`src/rtl/ahb_cmd_master.sv`:
```
// ahb_cmd_master: turns single read/write commands into AHB-Lite SINGLE word
// transfers, with one transfer outstanding and a bounded data-phase wait.
//
// Ports
//   HCLK, HRESETn            clock, synchronous active-low reset
//   cmd_valid/cmd_ready      command handshake (cmd_write, cmd_addr, cmd_wdata)
//   rsp_valid                one-cycle response pulse, no backpressure
//   rsp_rdata/rsp_err/rsp_timeout  response payload, valid with rsp_valid
//   HADDR..HWDATA            AHB master outputs (HSIZE/HBURST constant)
//   HRDATA, HREADY, HRESP    AHB slave-side inputs
module ahb_cmd_master #(
    parameter int unsigned TIMEOUT = 16
) (
    input  logic        HCLK,
    input  logic        HRESETn,
    input  logic        cmd_valid,
    output logic        cmd_ready,
    input  logic        cmd_write,
    input  logic [31:0] cmd_addr,
    input  logic [31:0] cmd_wdata,
    output logic        rsp_valid,
    output logic [31:0] rsp_rdata,
    output logic        rsp_err,
    output logic        rsp_timeout,
    output logic [31:0] HADDR,
    output logic [1:0]  HTRANS,
    output logic        HWRITE,
    output logic [2:0]  HSIZE,
    output logic [2:0]  HBURST,
    output logic [31:0] HWDATA,
    input  logic [31:0] HRDATA,
    input  logic        HREADY,
    input  logic        HRESP
);

    localparam int unsigned CNT_W = $clog2(TIMEOUT + 1);

    localparam logic [1:0] TRANS_IDLE   = 2'b00;
    localparam logic [1:0] TRANS_NONSEQ = 2'b10;

    typedef enum logic [1:0] {
        ST_IDLE = 2'd0,
        ST_ADDR = 2'd1,
        ST_DATA = 2'd2
    } state_t;

    state_t             state_q, state_d;
    logic [CNT_W-1:0]   wait_q,  wait_d;
    logic [31:0]        haddr_d, hwdata_d, rdata_d;
    logic [1:0]         htrans_d;
    logic               hwrite_d, rvalid_d, rerr_d, rtmo_d;

    assign HSIZE  = 3'b010;
    assign HBURST = 3'b000;

    // Ready only while idle and out of reset; depends on HRESETn so it drops during reset.
    assign cmd_ready = (state_q == ST_IDLE) && HRESETn;

    // Next-state and next-output logic.
    always_comb begin
        state_d  = state_q;
        wait_d   = wait_q;
        haddr_d  = HADDR;
        hwdata_d = HWDATA;
        hwrite_d = HWRITE;
        htrans_d = HTRANS;
        rvalid_d = 1'b0;
        rdata_d  = rsp_rdata;
        rerr_d   = rsp_err;
        rtmo_d   = rsp_timeout;

        case (state_q)
            ST_IDLE: begin
                htrans_d = TRANS_IDLE;
                if (cmd_valid) begin
                    state_d  = ST_ADDR;
                    haddr_d  = cmd_addr & 32'hFFFF_FFFC;
                    hwrite_d = cmd_write;
                    hwdata_d = cmd_wdata;
                    htrans_d = TRANS_NONSEQ;
                end
            end
            ST_ADDR: begin
                if (HREADY) begin
                    state_d  = ST_DATA;
                    htrans_d = TRANS_IDLE;
                    wait_d   = '0;
                end
            end
            ST_DATA: begin
                if (HREADY) begin
                    state_d  = ST_IDLE;
                    rvalid_d = 1'b1;
                    rerr_d   = HRESP;
                    rtmo_d   = 1'b0;
                    rdata_d  = HWRITE ? 32'h0 : HRDATA;
                end else if (wait_q >= CNT_W'(TIMEOUT - 1)) begin
                    // This low cycle brings the count to TIMEOUT: abandon the transfer.
                    state_d  = ST_IDLE;
                    wait_d   = CNT_W'(TIMEOUT);
                    rvalid_d = 1'b1;
                    rerr_d   = 1'b1;
                    rtmo_d   = 1'b1;
                    rdata_d  = 32'h0;
                end else begin
                    wait_d = wait_q + CNT_W'(1);
                end
            end
            default: begin
                state_d  = ST_IDLE;
                htrans_d = TRANS_IDLE;
            end
        endcase
    end

    // State and output registers.
    always_ff @(posedge HCLK) begin
        if (!HRESETn) begin
            state_q     <= ST_IDLE;
            wait_q      <= '0;
            HADDR       <= 32'h0;
            HWDATA      <= 32'h0;
            HWRITE      <= 1'b0;
            HTRANS      <= TRANS_IDLE;
            rsp_valid   <= 1'b0;
            rsp_rdata   <= 32'h0;
            rsp_err     <= 1'b0;
            rsp_timeout <= 1'b0;
        end else begin
            state_q     <= state_d;
            wait_q      <= wait_d;
            HADDR       <= haddr_d;
            HWDATA      <= hwdata_d;
            HWRITE      <= hwrite_d;
            HTRANS      <= htrans_d;
            rsp_valid   <= rvalid_d;
            rsp_rdata   <= rdata_d;
            rsp_err     <= rerr_d;
            rsp_timeout <= rtmo_d;
        end
    end

endmodule

```
`config.mk`:
```
export PLATFORM = sky130hd
export DESIGN_NAME = ahb_cmd_master
export DESIGN_NICKNAME = d
export VERILOG_FILES = /design/src/rtl/ahb_cmd_master.sv
export SDC_FILE = /design/constraint.sdc
export NUM_CORES = 1
export LEC_CHECK = 0
export ABC_AREA = 1
export BUFFER_PORTS_ARGS = -buffer_cell sky130_fd_sc_hd__buf_2
export CAP_MARGIN = 20
export CORE_MARGIN = 10
export CORE_UTILIZATION = 48
export DETAILED_ROUTE_END_ITERATION = 8
export PLACE_DENSITY = 0.85
export SYNTH_ARGS = -nofsm -noshare
export SYNTH_HDL_FRONTEND = slang
export SYNTH_SLANG_ARGS = --single-unit
```
`constraint.sdc`:
```
create_clock -name HCLK -period 2.4 [get_ports HCLK]
set_clock_uncertainty 0.05 [all_clocks]
set_input_delay 0.24 -clock HCLK [delete_from_list [all_inputs] [get_ports HCLK]]
set_output_delay 0.24 -clock HCLK [all_outputs]
set_load 0.05 [all_outputs]
```
==> flow_metrics.py <==
metrics = {
    "run_status": {
        "status": "finished, final reports clean",
    },
    "synthesis": {
        "avgSynthCellArea_um2": 7.93,
        "yosysWarnings": 0,
        "ys_seq_area_share_pct": 54.4,
        "ys_ff_latch": 106,
        "synth_cell_types": 24,
        "synthesis.area_um2": 3900,
        "synth_top_area_share_pct": 54.4,
        "synth.largest_area_cell": "dfxtp_1",
        "ys_top_cells_by_area": "dfxtp_1 (54%), nor2_1 (13%), o21ai_0 (8.5%)",
        "syn_inst": 492,
    },
    "power_and_ir_drop": {
        "p_leak_nw": 2.48,
        "p_per_area_nw_per_um2": 767,
        "irDropWorstVdd_uv": 432,
        "internal_power_mw": 2.61,
        "switchingPower_mw": 1.27,
        "clockPowerShare_pct": 28.4,
        "p_seq_share_pct": 49.5,
        "p_comb_share_pct": 22.1,
        "switching_share_pct": 32.7,
        "power_mw": 3.88,
    },
    "cts": {
        "clock_path_buffers": 2,
        "clock-sinks": 106,
        "ctsResizeCount": 0,
        "post_cts_buffers": 0,
        "ctsHoldBuffers": 0,
        "cts_buffers": 9,
        "clockRootBuffer": "clkbuf_8",
        "insertion_delay_ns": 0.35,
        "clk_pin_slew_worst_paths_ns": 0.10,
        "tritoncts": "yes",
        "htree_levels": 3,
    },
    "global_routing": {
        "grt_start_max_net_pins": 65,
        "track_usage_pct": 18.4,
        "antenna_found_initial": 1,
        "first_global_vias": 3683,
        "grt_pass1_wl_um": 17900,
        "grt_overflow_total": 0,
    },
    "drt": {
        "drt_wl_total_um": 11800,
        "ant_nets": 0,
        "drtIter0Drc": 212,
        "dr.pass1.iters": 4,
        "drc": 0,
        "vias_per_cell": 4.81,
        "via_count": 3760,
        "wl_per_cell_um": 15.1,
    },
    "die": {
        "fp.dieW_um": 110,
        "core_um2": 7810,
        "die_h_um": 110,
        "initial_core_util_pct": 50.0,
        "row_count": 32,
        "io_pins": 211,
        "die_area_um2": 12100,
    },
    "job": {
        "drv_cap": 0,
    },
    "setup_path": {
        "r2r_end": "rsp_err",
        "rrSetupSlack_ns": 0.47,
        "start_kind": "register",
        "reg2regPathDepth": 11,
        "r2r-start": "wait_q[0]",
        "worstPathMaxFanout": 34,
        "crit_type": "register to register",
        "worstSetupStartpoint": "wait_q[0]",
        "endpoint": "rsp_err",
        "worstPathRequired_ns": 2.59,
        "crit_arrival_ns": 2.12,
        "cp-end-kind": "register",
    },
    "min_path": {
        "hp-class": "primary input to register",
    },
    "timing": {
        "worst_slew_pin_slew_ns": 0.637,
        "slew_headroom_pct": 57.5,
        "post-route-period-util_pct": 80.5,
        "slew_violations": 0,
        "fin_crit_ns": 1.93,
        "hold_violations": 0,
        "clock.fmax_ghz": 0.517,
        "rsz0062_at_grt": "no",
        "setup_viol": 0,
        "fin_setup_tns_ns": 0,
    },
    "layout": {
        "fillCellCount": 692,
        "finalNetCount": 777,
        "final_layout_size_suffix_gt1_share_pct": 33.6,
        "syn_to_final_growth_pct": 29.8,
    },
    "place": {
        "port_buffers": 199,
        "dp_hpwl_um": 8870,
        "place_congestion": 0.829,
    },
}
==> layer usage <==
metal  wire length (µm)  track usage, %  part of all wire, %  up-vias
met3               1550            8.88                   13       19
li1                   -               -                    -     1936
met5                  7               0                0.059        -
met4                221            7.34                  1.9        2
met1               4400            19.7                   37     1640
met2               5610            30.7                   48      163
==> registers in the layout (all words and copies together), names as in the netlist <==
| register | cells |
|---|---|
| HTRANS | 1 |
| rsp_rdata | 32 |
| wait_q | 5 |
| HADDR | 30 |
| HWRITE | 1 |
| state_q | 2 |
| rsp_timeout | 1 |
| rsp_valid | 1 |
| HWDATA | 32 |
| rsp_err | 1 |
==> how the worst min path moves through the flow <==
stage,cells past startpoint,from,end,slack [ns]
floorplan,2,HRDATA[29],rsp_rdata[29],0.34
global placement,2,rsp_err,rsp_err,0.40
detailed placement,2,HWDATA[13],HWDATA[13],0.42
CTS,3,cmd_wdata[13],HWDATA[13],0.06
global route,3,HRDATA[10],rsp_rdata[10],0.06
finish,3,cmd_wdata[12],HWDATA[12],0.08
==> per-stage QoR <==
step	util [%]	instances	area, µm²	hold slack (ns)	setup slack (ns)
2_1_floorplan	-	499	3930	0.337	0.669
3_3_place_gp	62.2	764	4860	0.403	0.612
3_5_place_dp	62.2	764	4860	0.416	0.570
4_1_cts	64.9	780	5060	0.0630	0.489
5_1_grt	64.9	780	5060	0.0601	0.285
6_report	64.9	781	5070	0.0763	0.467
==> worst max-delay path, stage by stage, from the launching register on <==
cell	delay (ns)
dfxtp_1	0.34
ha_1	0.23
inv_1	0.06
nor2_1	0.04
ha_1	0.18
nor2_1	0.15
o21ai_2	0.11
nand2_1	0.07
buf_4	0.31
nand2_1	0.11
nor2_1	0.11
nor2_1	0.05
==> layout make-up <==
class | instances | area, µm² | share of cell area [%]
clock buffers | 12 | 155 | 3.06
multi-input cells | 339 | 1520 | 30.1
repair buffers | 204 | 1030 | 20.4
inverters | 13 | 51.3 | 1.01
diodes | 1 | 2.50 | 0.0494
well taps | 102 | 128 | 2.52
flip-flops and latches | 106 | 2120 | 41.9
clock inverters | 4 | 50.0 | 0.988
==> placed cells by master, fill, tap and decap left out, types with 3 or more instances in the layout <==
cell      netlist  routed
a21oi_1        37      37
buf_2          18     199
buf_4          10       5
clkbuf_8        0      11
conb_1          2       9
dfxtp_1       106     106
inv_1           9       9
inv_2           3       3
nand2_1        45      45
nand3_1        37      36
nor2_1        133     133
o21ai_0        66      66
==> cell families after synthesis <==
kind of cell / count (synthesis) / synth area share (%)
AO/OA/AOI/OAI: 107 / 14.0
flip-flops: 106 / 54.4
other: 2 / 0.192
XOR/XNOR: 1 / 0.224
adder cells (fa/ha/maj): 2 / 0.641
buffers and inverters: 54 / 7.37
AND/OR/NAND/NOR: 220 / 23.2
==> synth_stat cells (all sizes together) <==
| library cell | instances |
|---|---|
| a211oi | 1 |
| a21oi | 37 |
| a31oi | 1 |
| buf | 31 |
| clkbuf | 10 |
| conb | 2 |
| dfxtp | 106 |
| ha | 2 |
| inv | 13 |
| nand2 | 46 |
| nand3 | 37 |
| nor2 | 135 |
| nor3 | 2 |
| o21a | 1 |
| o21ai | 67 |
| xnor2 | 1 |
==> power groups by stage <==
stage	clock network (mW)	registers (mW)	logic (mW)
2_1_floorplan	0	2.33	0.268
3_3_place_gp	0	1.96	0.848
3_5_place_dp	0	1.96	0.862
4_1_cts	1.13	1.92	0.863
5_1_grt	1.20	1.94	0.924
6_report	1.10	1.92	0.857
Power figures use the tool's default switching activity.
